<file path="config.mk">
export PLATFORM = sky130hd
export DESIGN_NAME = mw_addsub_seq_flat
export DESIGN_NICKNAME = d
export VERILOG_FILES = /design/src/rtl/mw_addsub_seq_if.sv /design/src/rtl/mw_addsub_seq.sv /design/src/flat_wrapper.sv
export SDC_FILE = /design/constraint.sdc
export NUM_CORES = 1
export LEC_CHECK = 0
export CAP_MARGIN = 25
export CORE_UTILIZATION = 47
export DETAILED_ROUTE_END_ITERATION = 10
export PLACE_DENSITY = 0.78
export SETUP_SLACK_MARGIN = 0.1
export SYNTH_ARGS = -nofsm -noshare
export SYNTH_HDL_FRONTEND = slang
export SYNTH_HIERARCHICAL = 1
export SYNTH_SLANG_ARGS = --single-unit
</file>
<file path="constraint.sdc">
create_clock -name clk -period 15.4 [get_ports clk]
set_input_delay 1.54 -clock clk [delete_from_list [all_inputs] [get_ports clk]]
set_output_delay 1.54 -clock clk [all_outputs]
set_load 0.005 [all_outputs]
</file>
<file path="src/rtl/mw_addsub_seq_if.sv">
// Handshake bundle between a wide-operand producer/consumer and the
// multi-word add/subtract sequencer.
interface mw_addsub_seq_if #(parameter int WORDS = 4);
    localparam int W = 32 * WORDS;

    logic         in_valid;
    logic         in_ready;
    logic         op_sub;
    logic [W-1:0] a;
    logic [W-1:0] b;
    logic         cin;
    logic         out_valid;
    logic         out_ready;
    logic [W-1:0] sum;
    logic         cout;
    logic         ovf;
    logic         busy;

    // Sequencer side
    modport slave (
        input  in_valid, op_sub, a, b, cin, out_ready,
        output in_ready, out_valid, sum, cout, ovf, busy
    );

    // Producer/consumer side
    modport master (
        output in_valid, op_sub, a, b, cin, out_ready,
        input  in_ready, out_valid, sum, cout, ovf, busy
    );
endinterface

</file>
<file path="src/rtl/mw_addsub_seq.sv">
// Multi-word add/subtract sequencer: one shared 32-bit carry-skip adder
// walks the operands LSB limb first, carry chained through a register.

// 32-bit carry-skip adder built from eight 4-bit ripple blocks. A block
// whose bits all propagate forwards its incoming carry directly.
module cska32 (
    output logic        Cout,
    output logic [31:0] Sum,
    input  logic [31:0] A,
    input  logic [31:0] B,
    input  logic        Cin
);
    logic [31:0] p;

    // Ripple inside each block, skip mux between blocks
    always_comb begin
        logic blk_c;
        logic rc;
        p     = A ^ B;
        Sum   = '0;
        blk_c = Cin;
        for (int g = 0; g < 8; g++) begin
            rc = blk_c;
            for (int i = 0; i < 4; i++) begin
                Sum[4*g+i] = p[4*g+i] ^ rc;
                rc         = (A[4*g+i] & B[4*g+i]) | (p[4*g+i] & rc);
            end
            blk_c = (&p[4*g +: 4]) ? blk_c : rc;
        end
        Cout = blk_c;
    end
endmodule

module mw_addsub_seq #(
    parameter int WORDS = 4
) (
    input logic            clk,
    input logic            rst_n,
    mw_addsub_seq_if.slave bus
);
    localparam int W  = 32 * WORDS;
    localparam int IW = (WORDS > 1) ? $clog2(WORDS) : 1;

    typedef enum logic [1:0] {IDLE, RUN, DONE} state_t;

    state_t                 state;
    logic [WORDS-1:0][31:0] a_r;
    logic [WORDS-1:0][31:0] b_r;     // already inverted for subtract
    logic [WORDS-1:0][31:0] sum_r;
    logic [IW-1:0]          idx;
    logic                   carry;
    logic                   cout_r;
    logic                   ovf_r;
    logic                   out_valid_r;

    logic [31:0]            limb_a;
    logic [31:0]            limb_b;
    logic [31:0]            add_s;
    logic                   add_co;
    logic                   last;

    assign limb_a = a_r[idx];
    assign limb_b = b_r[idx];
    assign last   = (idx == IW'(WORDS - 1));

    cska32 u_add (
        .Cout (add_co),
        .Sum  (add_s),
        .A    (limb_a),
        .B    (limb_b),
        .Cin  (carry)
    );

    // Sequencer FSM: accept, one limb per cycle, then hold result until taken
    always_ff @(posedge clk or negedge rst_n) begin
        if (!rst_n) begin
            state       <= IDLE;
            a_r         <= '0;
            b_r         <= '0;
            sum_r       <= '0;
            idx         <= '0;
            carry       <= 1'b0;
            cout_r      <= 1'b0;
            ovf_r       <= 1'b0;
            out_valid_r <= 1'b0;
        end else begin
            case (state)
                IDLE: begin
                    if (bus.in_valid) begin
                        a_r   <= bus.a;
                        b_r   <= bus.op_sub ? ~bus.b : bus.b;
                        carry <= bus.op_sub | bus.cin;
                        idx   <= '0;
                        state <= RUN;
                    end
                end
                RUN: begin
                    sum_r[idx] <= add_s;
                    carry      <= add_co;
                    if (last) begin
                        // Top limb decides carry-out and signed overflow
                        cout_r      <= add_co;
                        ovf_r       <= (a_r[WORDS-1][31] == b_r[WORDS-1][31]) &&
                                       (add_s[31] != a_r[WORDS-1][31]);
                        out_valid_r <= 1'b1;
                        state       <= DONE;
                    end else begin
                        idx <= idx + 1'b1;
                    end
                end
                DONE: begin
                    // No accept on the handshake cycle; IDLE takes the next one
                    if (bus.out_ready) begin
                        out_valid_r <= 1'b0;
                        state       <= IDLE;
                    end
                end
                default: state <= IDLE;
            endcase
        end
    end

    assign bus.in_ready  = (state == IDLE);
    assign bus.busy      = (state != IDLE);
    assign bus.out_valid = out_valid_r;
    assign bus.sum       = W'(sum_r);
    assign bus.cout      = cout_r;
    assign bus.ovf       = ovf_r;
endmodule
</file>
<file path="src/flat_wrapper.sv">
// flat-port wrapper written by rule: the top's interface ports become plain ports
module mw_addsub_seq_flat 
#(
    parameter int WORDS = 4
)
  (clk, rst_n, bus_in_valid, bus_op_sub, bus_a, bus_b, bus_cin, bus_out_ready, bus_in_ready, bus_out_valid, bus_sum, bus_cout, bus_ovf, bus_busy);
  mw_addsub_seq_if #(.WORDS(WORDS)) bus_i ();
  input logic clk;
  input logic rst_n;
  input wire logic [$bits(bus_i.in_valid)-1:0] bus_in_valid;
  input wire logic [$bits(bus_i.op_sub)-1:0] bus_op_sub;
  input wire logic [$bits(bus_i.a)-1:0] bus_a;
  input wire logic [$bits(bus_i.b)-1:0] bus_b;
  input wire logic [$bits(bus_i.cin)-1:0] bus_cin;
  input wire logic [$bits(bus_i.out_ready)-1:0] bus_out_ready;
  output wire logic [$bits(bus_i.in_ready)-1:0] bus_in_ready;
  output wire logic [$bits(bus_i.out_valid)-1:0] bus_out_valid;
  output wire logic [$bits(bus_i.sum)-1:0] bus_sum;
  output wire logic [$bits(bus_i.cout)-1:0] bus_cout;
  output wire logic [$bits(bus_i.ovf)-1:0] bus_ovf;
  output wire logic [$bits(bus_i.busy)-1:0] bus_busy;
  assign bus_i.in_valid = bus_in_valid;
  assign bus_i.op_sub = bus_op_sub;
  assign bus_i.a = bus_a;
  assign bus_i.b = bus_b;
  assign bus_i.cin = bus_cin;
  assign bus_i.out_ready = bus_out_ready;
  assign bus_in_ready = bus_i.in_ready;
  assign bus_out_valid = bus_i.out_valid;
  assign bus_sum = bus_i.sum;
  assign bus_cout = bus_i.cout;
  assign bus_ovf = bus_i.ovf;
  assign bus_busy = bus_i.busy;
  mw_addsub_seq #(.WORDS(WORDS)) u_core (.clk(clk), .rst_n(rst_n), .bus(bus_i));
endmodule
</file>
**Word level (Yosys, flattened, before mapping)**

Cells that the tools add are included.

- Add/subtract/negate cells: 1
- $mul: 0
- Divide/modulo/power cells: 0
- $lt $le $gt $ge: 2
- Eq/ne operators: 9
- Shift operators: 0
- Multiplexer cells: 28
- Bitwise logic cells: 131
- Reduce and logical (&&, ||, !) cells: 20

Operators by type and width:

| cell | count |
|---|---|
| 32-bit binary-select mux with 2-bit select | 2 |
| 128-bit bitwise mux | 1 |
| 128-bit two-way mux | 1 |
| 128-bit NOT | 1 |
| 32-bit two-way mux | 3 |
| 1-bit bitwise AND | 64 |
| 32-bit demux with 2-bit select | 1 |
| 1-bit bitwise OR | 33 |
| 4-bit AND reduction | 8 |
| 1-bit bitwise XOR | 32 |
| 32-bit bitwise XOR | 1 |
| 1-bit two-way mux | 11 |
| 2-bit two-way mux | 5 |
| 3-bit AND reduction | 3 |
| 2-bit != test (second input constant) | 3 |
| 2-bit case mux with 3 select lines | 1 |
| 2-bit AND reduction | 3 |
| 2-bit nonzero test | 3 |
| 2-bit == test (second input constant) | 2 |
| 1-bit case mux with 2 select lines | 2 |
| 2-bit case mux with 2 select lines | 1 |
| 2-bit by 3-bit less-than comparator with 1-bit output (second input constant) | 1 |
| 2-bit by 1-bit adder with 2-bit output (second input constant) | 1 |
| 2-bit by 1-bit == test with 1-bit output (second input constant) | 1 |
| 6 further kinds | 7 |

- Register bits after elaboration: 392
- Latch bits: 0
- Bits in writable memories: 0
- Memory bits (read-only): 0
- Input port bits: 262
- Output and inout bits: 133
- Word-level logic and storage cells: 209
- Memories kept: 0

**Depth between registers and ports, before layout**

Gate-level depths: netlist (run 1).

- Word-level depth: 76
- Gate-level depth with buffers: 56

**Modules after synthesis**

The synthesis (run 1) kept the hierarchy.

Modules (own cells, without submodules):

| module | times used | cells an instance | area an instance (µm²) | sequential area each (µm²) |
|---|---|---|---|---|
| mw_addsub_seq | 1 | 1488 | 17249.0 | 9809.4 |
| cska32 | 1 | 105 | 1263.7 | 0.0 |

**Least setup slack after synthesis (run 1)**

No wires, ideal clock.

- Kind: register to register
- Start: reg u_core.idx[0]
- End: reg u_core.ovf_r, in the netlist u_core/bus.ovf
- Setup time: 129 ps
- Arrival: 15465 ps
- Data required time: 15271 ps
- Slack: -195 ps
- Stages on the path, launching flop included: 57
- Buffers on the path: 2
- Path through: dfrtp_1 buf_2 buf_2 mux4_2 inv_1 fa_1 inv_1 fa_1 fa_1 fa_1 mux2i_1 inv_1 fa_1 fa_1 fa_1 fa_1 nor2_1 a21oi_1 (+21 left out) o21ai_0 inv_1 nand2_1 fa_1 fa_1 fa_1 fa_1 nor2b_1 a21oi_1 fa_1 fa_1 fa_1 inv_1 fa_1 inv_1 and3b_1 a21oi_1 o21ai_0

- Word-level cells in the longest chain between the ends: 75

RTL lines:

| element | RTL line | text |
|---|---|---|
| start, declared | mw_addsub_seq.sv:50 | `logic [IW-1:0] idx;` |
| start signal, assigned | mw_addsub_seq.sv:108 | `idx <= idx + 1'b1;` |
| 32-bit binary-select mux with 2-bit select (*) | mw_addsub_seq.sv:63 | `assign limb_b = b_r[idx];` |
| 32-bit two-way mux (implied by the code) (*) | mw_addsub_seq.sv:63 |  |
| via u_core.limb_b[0] | mw_addsub_seq.sv:57 | `logic [31:0] limb_b;` |
| 32-bit bitwise XOR | mw_addsub_seq.sv:19 | `p = A ^ B;` |
| 1-bit bitwise AND | mw_addsub_seq.sv:26 | `rc = (A[4*g+i] & B[4*g+i]) \| (p[4*g+i] & rc);` |
| 1-bit bitwise OR | mw_addsub_seq.sv:26 |  |
| 1-bit bitwise AND | mw_addsub_seq.sv:26 |  |
| 1-bit bitwise OR | mw_addsub_seq.sv:26 |  |
| (+61 left out) | n/a |  |
| 1-bit bitwise AND (*) | mw_addsub_seq.sv:26 |  |
| 1-bit bitwise OR (*) | mw_addsub_seq.sv:26 |  |
| 1-bit bitwise AND (*) | mw_addsub_seq.sv:26 |  |
| 1-bit bitwise OR (*) | mw_addsub_seq.sv:26 |  |
| 1-bit bitwise XOR (*) | mw_addsub_seq.sv:25 | `Sum[4*g+i] = p[4*g+i] ^ rc;` |
| via u_core.add_s[31] | mw_addsub_seq.sv:58 | `logic [31:0] add_s;` |
| 1-bit != test (*) | mw_addsub_seq.sv:104 | `(add_s[31] != a_r[WORDS-1][31]);` |
| 1-bit logical AND (*) | mw_addsub_seq.sv:103 | `ovf_r <= (a_r[WORDS-1][31] == b_r[WORDS-1][31]) &&` |
| end signal, assigned | mw_addsub_seq.sv:103 |  |
| end, declared | mw_addsub_seq.sv:53 | `logic ovf_r;` |

The timed path passes the listed nets; every way through them passes the cells marked *. The select of a mux whose other input is x is not followed.
A chain may end at the register's enable or synchronous reset.

**Final worst setup path (run 1)**

Same ends and word-level chain as after synthesis.

==> impl_metrics.ini, run 1 <==
[detailed_routing]
vias = 12990
dr.first_iter.drc_count = 701
viasPerCell = 5.160
wl_per_cell_um = 19.11
drc = 0
drtAntennaViolNets = 0
finalWirelength_um = 48130
first_pass_iters = 5

[worst_hold_path]
hp-class = reg2reg
hold_depth = 2
whs_endpoint = u_core/a_r[123]
min_from = u_core/a_r[123]

[synth]
synth-async-reset-ratio_pct = 100.0
ys_warn_count = 6
synth_edf_count = 0
synth_largest_area_cell = dfrtp_1
synth_area_sq_mm = 0.01851
synthXorXnorAreaFrac_pct = 6.056
syn_nets = 1923
synth_top_area_share_pct = 52.99
ys_seq_elements = 392
synth.avg_cell_area_sq_um = 11.62
synthTopCellsByArea = dfrtp_1 53%, nand2_1 11%, mux2_2 8.0%
synthFlopType = dfrtp_1
synth_compound_area_share_pct = 3.927
ys_seq_area_share_pct = 52.99
synth_cells = 1593
synth_mux_area_share_pct = 15.81
synthSimpleGateAreaFrac_pct = 11.52
synthDistinctLibCells = 31
synthAdderAreaFrac_pct = 5.893
synth_top_family_by_area = multiplexers

[sta]
setup_ws_ns = 0.4978
drv_slew = 0
holdWs_ns = 0.4743
hold_viol = 0
max_freq_mhz = 67.10
finClkSkew_ns = 0.01139
post-route-period-util_pct = 96.77
setup_violations = 0
rsz0062_at_grt = false
relSlewSlack_pct = 22.10
period_minus_slack_ns = 14.90
worst_slew_pin_slew_ns = 1.168

[worst_setup_path]
crit_arrival_ns = 15.32
start_kind = register
r2r-start = u_core/idx[0]
crit_buf_inv = 6
crit_type = reg2reg
slowest_stage = mux4_2
cp-end-kind = register
reg2reg_depth = 54
path_delay_family = adder cells
cp_max_fo = 4
reg2reg_slack_ns = 0.50
cp.depth = 54
slowest_delay_ns = 0.55
cp.required_ns = 15.82
path_common_cell = fa_2
r2r-end = u_core/bus.ovf

[clock_network]
clk_latency_ns = 0.54
ctsHoldBuffers = 0
numCtsBuffers = 42
clk_pin_slew_ns = 0.06
ctsLongestPathBuffers = 3
cts_tree = done
clock-sinks = 392
clockRootBuffer = clkbuf_16
htree_num_levels = 2

[global_route]
grt_antenna_before_repair = 4
grt_pass1_vias = 13510
grt_pass1_wl_um = 75270
grt_start_max_net_pins = 281
grtUsageTotal_pct = 24.26
grt-ovfl-total = 0

[cells_and_area]
drive_gt1_share_pct = 16.68
area_growth_syn_to_layout_pct = 31.26
seqCellArea_sq_mm = 0.009817
fillers = 2995
final_area_sq_mm = 0.02430
final_cells = 2518
multi_input_area_sq_mm = 0.008082
fin_nets = 2294

[placed_design]
placed_cell_area_sq_mm = 0.02272
dp_hpwl_um = 34950
place_ws_ns = -0.6674
gp_congestion = 0.8556
dp_cells = 2435
io_buffers = 394

[pwr]
p_switching_mw = 2.325
powerDensity_mw_per_mm2 = 252.2
vdd_drop_max_v = 0.0001473
power.internal_mw = 3.802
power_frac_seq_pct = 30.0
p_clk_share_pct = 16.9
p_comb_share_pct = 53.1
p_leak_nw = 10.78
netSwitchingFraction_pct = 37.95

[floorplanning]
chipWidth_um = 200.5
core_sq_mm = 0.03874
die_area_sq_mm = 0.04019
start_util_pct = 47.79
fp.dieH_um = 200.5
rows = 72
ioPinCount = 395

[status]
status = finished clean

[run]
cap_violations = 0
## tightest hold or removal path, cell delays in order, from the launching register on
cell and delay, ns:
dfrtp_1 0.34, nand2_1 0.05, nand2_1 0.05
## sequential cells by signal, indices dropped and copies added, names as in the netlist
| register | cells |
|---|---|
| u_core/b_r | 128 |
| u_core/bus.ovf | 1 |
| u_core/a_r | 128 |
| u_core/idx | 2 |
| u_core/state | 2 |
| u_core/bus.out_valid | 1 |
| u_core/bus.cout | 1 |
| u_core/bus.sum | 128 |
| u_core/carry | 1 |
## cells in the final DEF, fill, tap and decap left out, types with 3 or more instances in the layout
cell type        synthesis  routed
nand2_1                525     524
clkdlybuf4s50_1          0     392
dfrtp_1                392     390
mux2_2                 131     131
xnor2_1                128     128
o21ai_1                122     122
mux4_2                  64      64
clkbuf_16                0      45
ha_1                    36      36
buf_4                    0      28
fa_2                     0      22
inv_1                   15      13
clkbuf_8                 0      10
o21ai_0                 11      10
fa_1                    32      10
clkinv_2                 0       9
clkbuf_1                22       6
nor2_1                   7       6
a21oi_1                  6       6
nand4_1                  6       6
diode_2                  0       4
bufinv_16                0       3
clkinvlp_4               0       3
nor3_1                   3       3
## what timing repair did
action,4_1_cts,5_1_grt
pin swaps,5,5
buffers inserted,1,0
gates resized for setup,21,9
setup endpoints to repair,11,7
hold endpoints to repair,0,0
## layer usage
metal  GRT usage, %  part of all wire [%]  vias to the layer above
met5              0                     0                        -
met4          8.479                   2.9                        0
met3          4.951                   6.1                       85
met2          38.41                    47                      403
met1          33.46                    44                     6499
li1               -                     -                     6007
## power by group through the flow
stage | combinational, mW | sequential (mW) | clock, mW
finish | 3.25 | 1.84 | 1.03
global route | 3.56 | 1.90 | 1.09
CTS | 3.24 | 1.84 | 1.06
detailed placement | 3.15 | 1.85 | 0
global placement | 3.04 | 1.81 | 0
floorplan | 1.90 | 1.78 | 0
## worst max path at each step
stage | from | to | slack, ns
floorplan | u_core/idx[0] | u_core/bus.ovf | 0.11
global placement | u_core/idx[0] | u_core/bus.ovf | -0.41
detailed placement | u_core/idx[0] | u_core/bus.ovf | -0.67
CTS | u_core/idx[0] | u_core/bus.ovf | 0.11
global route | u_core/idx[0] | u_core/bus.ovf | 0.09
finish | u_core/idx[0] | u_core/bus.ovf | 0.50
## cell usage after synthesis (all sizes together) (2+ instances only)
master / n
nand2: 525
dfrtp: 392
o21ai: 133
mux2: 131
xnor2: 128
buf: 77
mux4: 64
ha: 36
fa: 32
clkbuf: 22
inv: 15
nor2: 7
a21oi: 6
nand4: 6
nor3: 3
and4: 2
nor3b: 2
o31ai: 2
## area by class of cell
cell class / instances / share of cell area, %
clock buffers: 61 / 5.293
diodes: 4 / 0.04119
inverters: 15 / 0.2317
multi-input cells: 1087 / 33.26
clock inverters: 15 / 0.6488
well taps: 518 / 2.667
repair buffers: 426 / 17.46
flip-flops and latches: 392 / 40.40
## kinds of logic (layout without fill, tap and decap cells)
| kind of cell | Yosys count | in the layout |
|---|---|---|
| AOI/OAI and AO/OA | 143 | 143 |
| other | 0 | 4 |
| DFF | 392 | 392 |
| muxes | 196 | 196 |
| adders and majority gates | 68 | 68 |
| xor gates and xnor gates | 128 | 128 |
| buffers and inverters | 114 | 517 |
| and+or+nand+nor | 552 | 552 |
## metrics by stage
| stage | TNS, ns | power, mW | utilization (%) |
|---|---|---|---|
| finish | 0 | 6.127 | 62.73 |
| global route | 0 | 6.550 | 62.72 |
| CTS | 0 | 6.136 | 62.54 |
| detailed placement | -3.804 | 5.003 | 58.65 |
| global placement | -1.471 | 4.856 | 58.65 |
| floorplan | 0 | 3.677 | - |
(Power assumes the default switching activity.)
==> run 2: changes to the inputs <==
Settings changed: CORE_UTILIZATION 47 to 48, CTS_BUF_LIST from default to sky130_fd_sc_hd__clkbuf_4 sky130_fd_sc_hd__clkbuf_8, PLACE_DENSITY 0.78 to 0.79, RECOVER_POWER from default to 50.
==> run 2 against run 1 <==
Net effect:
- clock power is 15% lower
- largest cell class unchanged
- via count up 1.9%
- utilization is 1.7 points higher
- critical path type unchanged
- setup slack got worse by 0.16 ns
- highest routed layer is now met5
- final cell count rose by 2.3%
- final area rose by 0.35%
- the flow now finishes with violations (capacitance limit, slew limit)
- sequential share of layout area shrank 0.14 points
==> impl_metrics.ini, run 2 (synthesized netlist as in run 1, its figures left out) <==
[sta]
period_minus_slack_ns = 15.06
drv_slew = 433
worst_slew_pin_slew_ns = 5.493
relSlewSlack_pct = -266.2
setup_ws_ns = 0.3388
setup_violations = 0
post-route-period-util_pct = 97.80
max_freq_mhz = 66.40
rsz0062_at_grt = true
finClkSkew_ns = 0.02406
hold_viol = 0

[clock_network]
clock-sinks = 392
htree_num_levels = 2
clk_pin_slew_ns = 0.06
clockRootBuffer = clkbuf_8
cts_tree = done
ctsLongestPathBuffers = 3
clk_latency_ns = 0.60
ctsHoldBuffers = 0
numCtsBuffers = 60

[worst_setup_path]
slowest_delay_ns = 0.55
slowest_stage = mux4_2
r2r-start = u_core/idx[0]
start_kind = register
cp_max_fo = 4
startpoint = u_core/idx[0]
crit_arrival_ns = 15.55
crit_type = reg2reg
path_common_cell = buf_4
cp.required_ns = 15.89
cp-end-kind = register

[cells_and_area]
area_growth_syn_to_layout_pct = 31.72
layout_commonest_cell = nand2_1
drive_gt1_share_pct = 19.69
mostFrequentLayoutCells = 523 x nand2_1, 390 x dfrtp_1, 266 x clkdlybuf4s50_1
fin_nets = 2352

[floorplanning]
die_area_sq_mm = 0.03936
rows = 71
chipWidth_um = 198.4
core_sq_mm = 0.03784
fp.dieH_um = 198.4
ioPinCount = 395
start_util_pct = 48.92

[detailed_routing]
drtAntennaViolNets = 0
wl_per_cell_um = 19.17
finalWirelength_um = 49390
vias = 13240
drc = 0
first_pass_iters = 5
viasPerCell = 5.139
dr.first_iter.drc_count = 844

[placed_design]
dp_hpwl_um = 35730
io_buffers = 394
place_ws_ns = -0.5290
gp_congestion = 0.8651

[worst_hold_path]
min_from = u_core/a_r[108]
hp-class = reg2reg

[pwr]
powerDensity_mw_per_mm2 = 254.8
vdd_drop_max_v = 0.0001401
p_leak_nw = 10.96
total_power_mw = 6.214

[global_route]
grt_pass1_vias = 13660
grt_start_max_net_pins = 127
grt_pass1_wl_um = 75700
grt_antenna_before_repair = 5
grtUsageTotal_pct = 25.38
grt-ovfl-total = 0

[status]
failed_checks = capacitance limit, slew limit
status = finished, violations left

[run]
cap_violations = 8
run 2: final timing paths:
kind | to | slack [ns] | cells past startpoint
min in group asynchronous | u_core/b_r[70] | 2.94 | 1
max in group asynchronous | u_core/idx[1] | 3.01 | 5
hold reg to reg | u_core/a_r[108] | 0.47 | 2
hold / removal | u_core/a_r[108] | 0.47 | 2
setup / recovery | u_core/bus.cout | 0.34 | 79
setup reg to reg | u_core/bus.cout | 0.34 | 79
run 2: timing repair:
item	4_1_cts	5_1_grt
resized for setup	20	28
setup endpoints to repair	11	11
pin swaps	5	6
buffers inserted	38	1
run 2: layer usage:
| metal | GRT usage, % | routed length [um] | vias to the layer above |
|---|---|---|---|
| met1 | 34.95 | 21140 | 6565 |
| met5 | 0 | 9 | - |
| met3 | 4.781 | 3258 | 96 |
| li1 | - | - | 6123 |
| met4 | 10.02 | 1578 | 2 |
| met2 | 39.94 | 23400 | 451 |
run 2: final cells by class:
| cell class | count | area (sq um) |
|---|---|---|
| Fill cell | 2921 | 13460 |
| Sequential cell | 392 | 9817 |
| Multi-Input combinational cell | 1087 | 8139 |
| Timing Repair Buffer | 466 | 4489 |
| Clock buffer | 94 | 1194 |
| Tap cell | 511 | 639.4 |
| Inverter | 15 | 56.30 |
| Clock inverter | 8 | 42.54 |
| Antenna cell | 3 | 7.507 |
run 2: critical path, delay by kind of cell, from the launching register on:
family                   cells  cell delay [ns]
multiplexers                 5             1.47
AND/OR/NAND/NOR              5             0.42
flip-flops                   1             0.45
AO/OA/AOI/OAI                4             0.43
buffers and inverters       41             3.86
adder cells (fa/ha/maj)     24             8.34
run 2: power breakdown:
group          internal (mW)  switching, mW  total (mW)
registers               1.56          0.272        1.83
clock network          0.487          0.385       0.873
logic                   1.78           1.73        3.51
run 2: per-stage QoR:
stage / instances / utilization, % / setup TNS, ns / hold slack [ns] / cell area, sq um
detailed placement: 2430 / 59.99 / -2.491 / 0.4572 / 22700
finish: 2576 / 64.44 / 0 / 0.4719 / 24380
floorplan: 1593 / - / 0 / 0.4396 / 18540
global route: 2576 / 64.44 / -0.06349 / 0.4877 / 24380
global placement: 2430 / 59.99 / -1.212 / 0.4530 / 22700
CTS: 2570 / 64.13 / 0 / 0.4724 / 24270
==> run 3: changes to the inputs <==
Settings changed: HOLD_SLACK_MARGIN from default to 0.15.
==> results of run 3 <==
Final layout, timing and power as in run 2 (identical DEF).
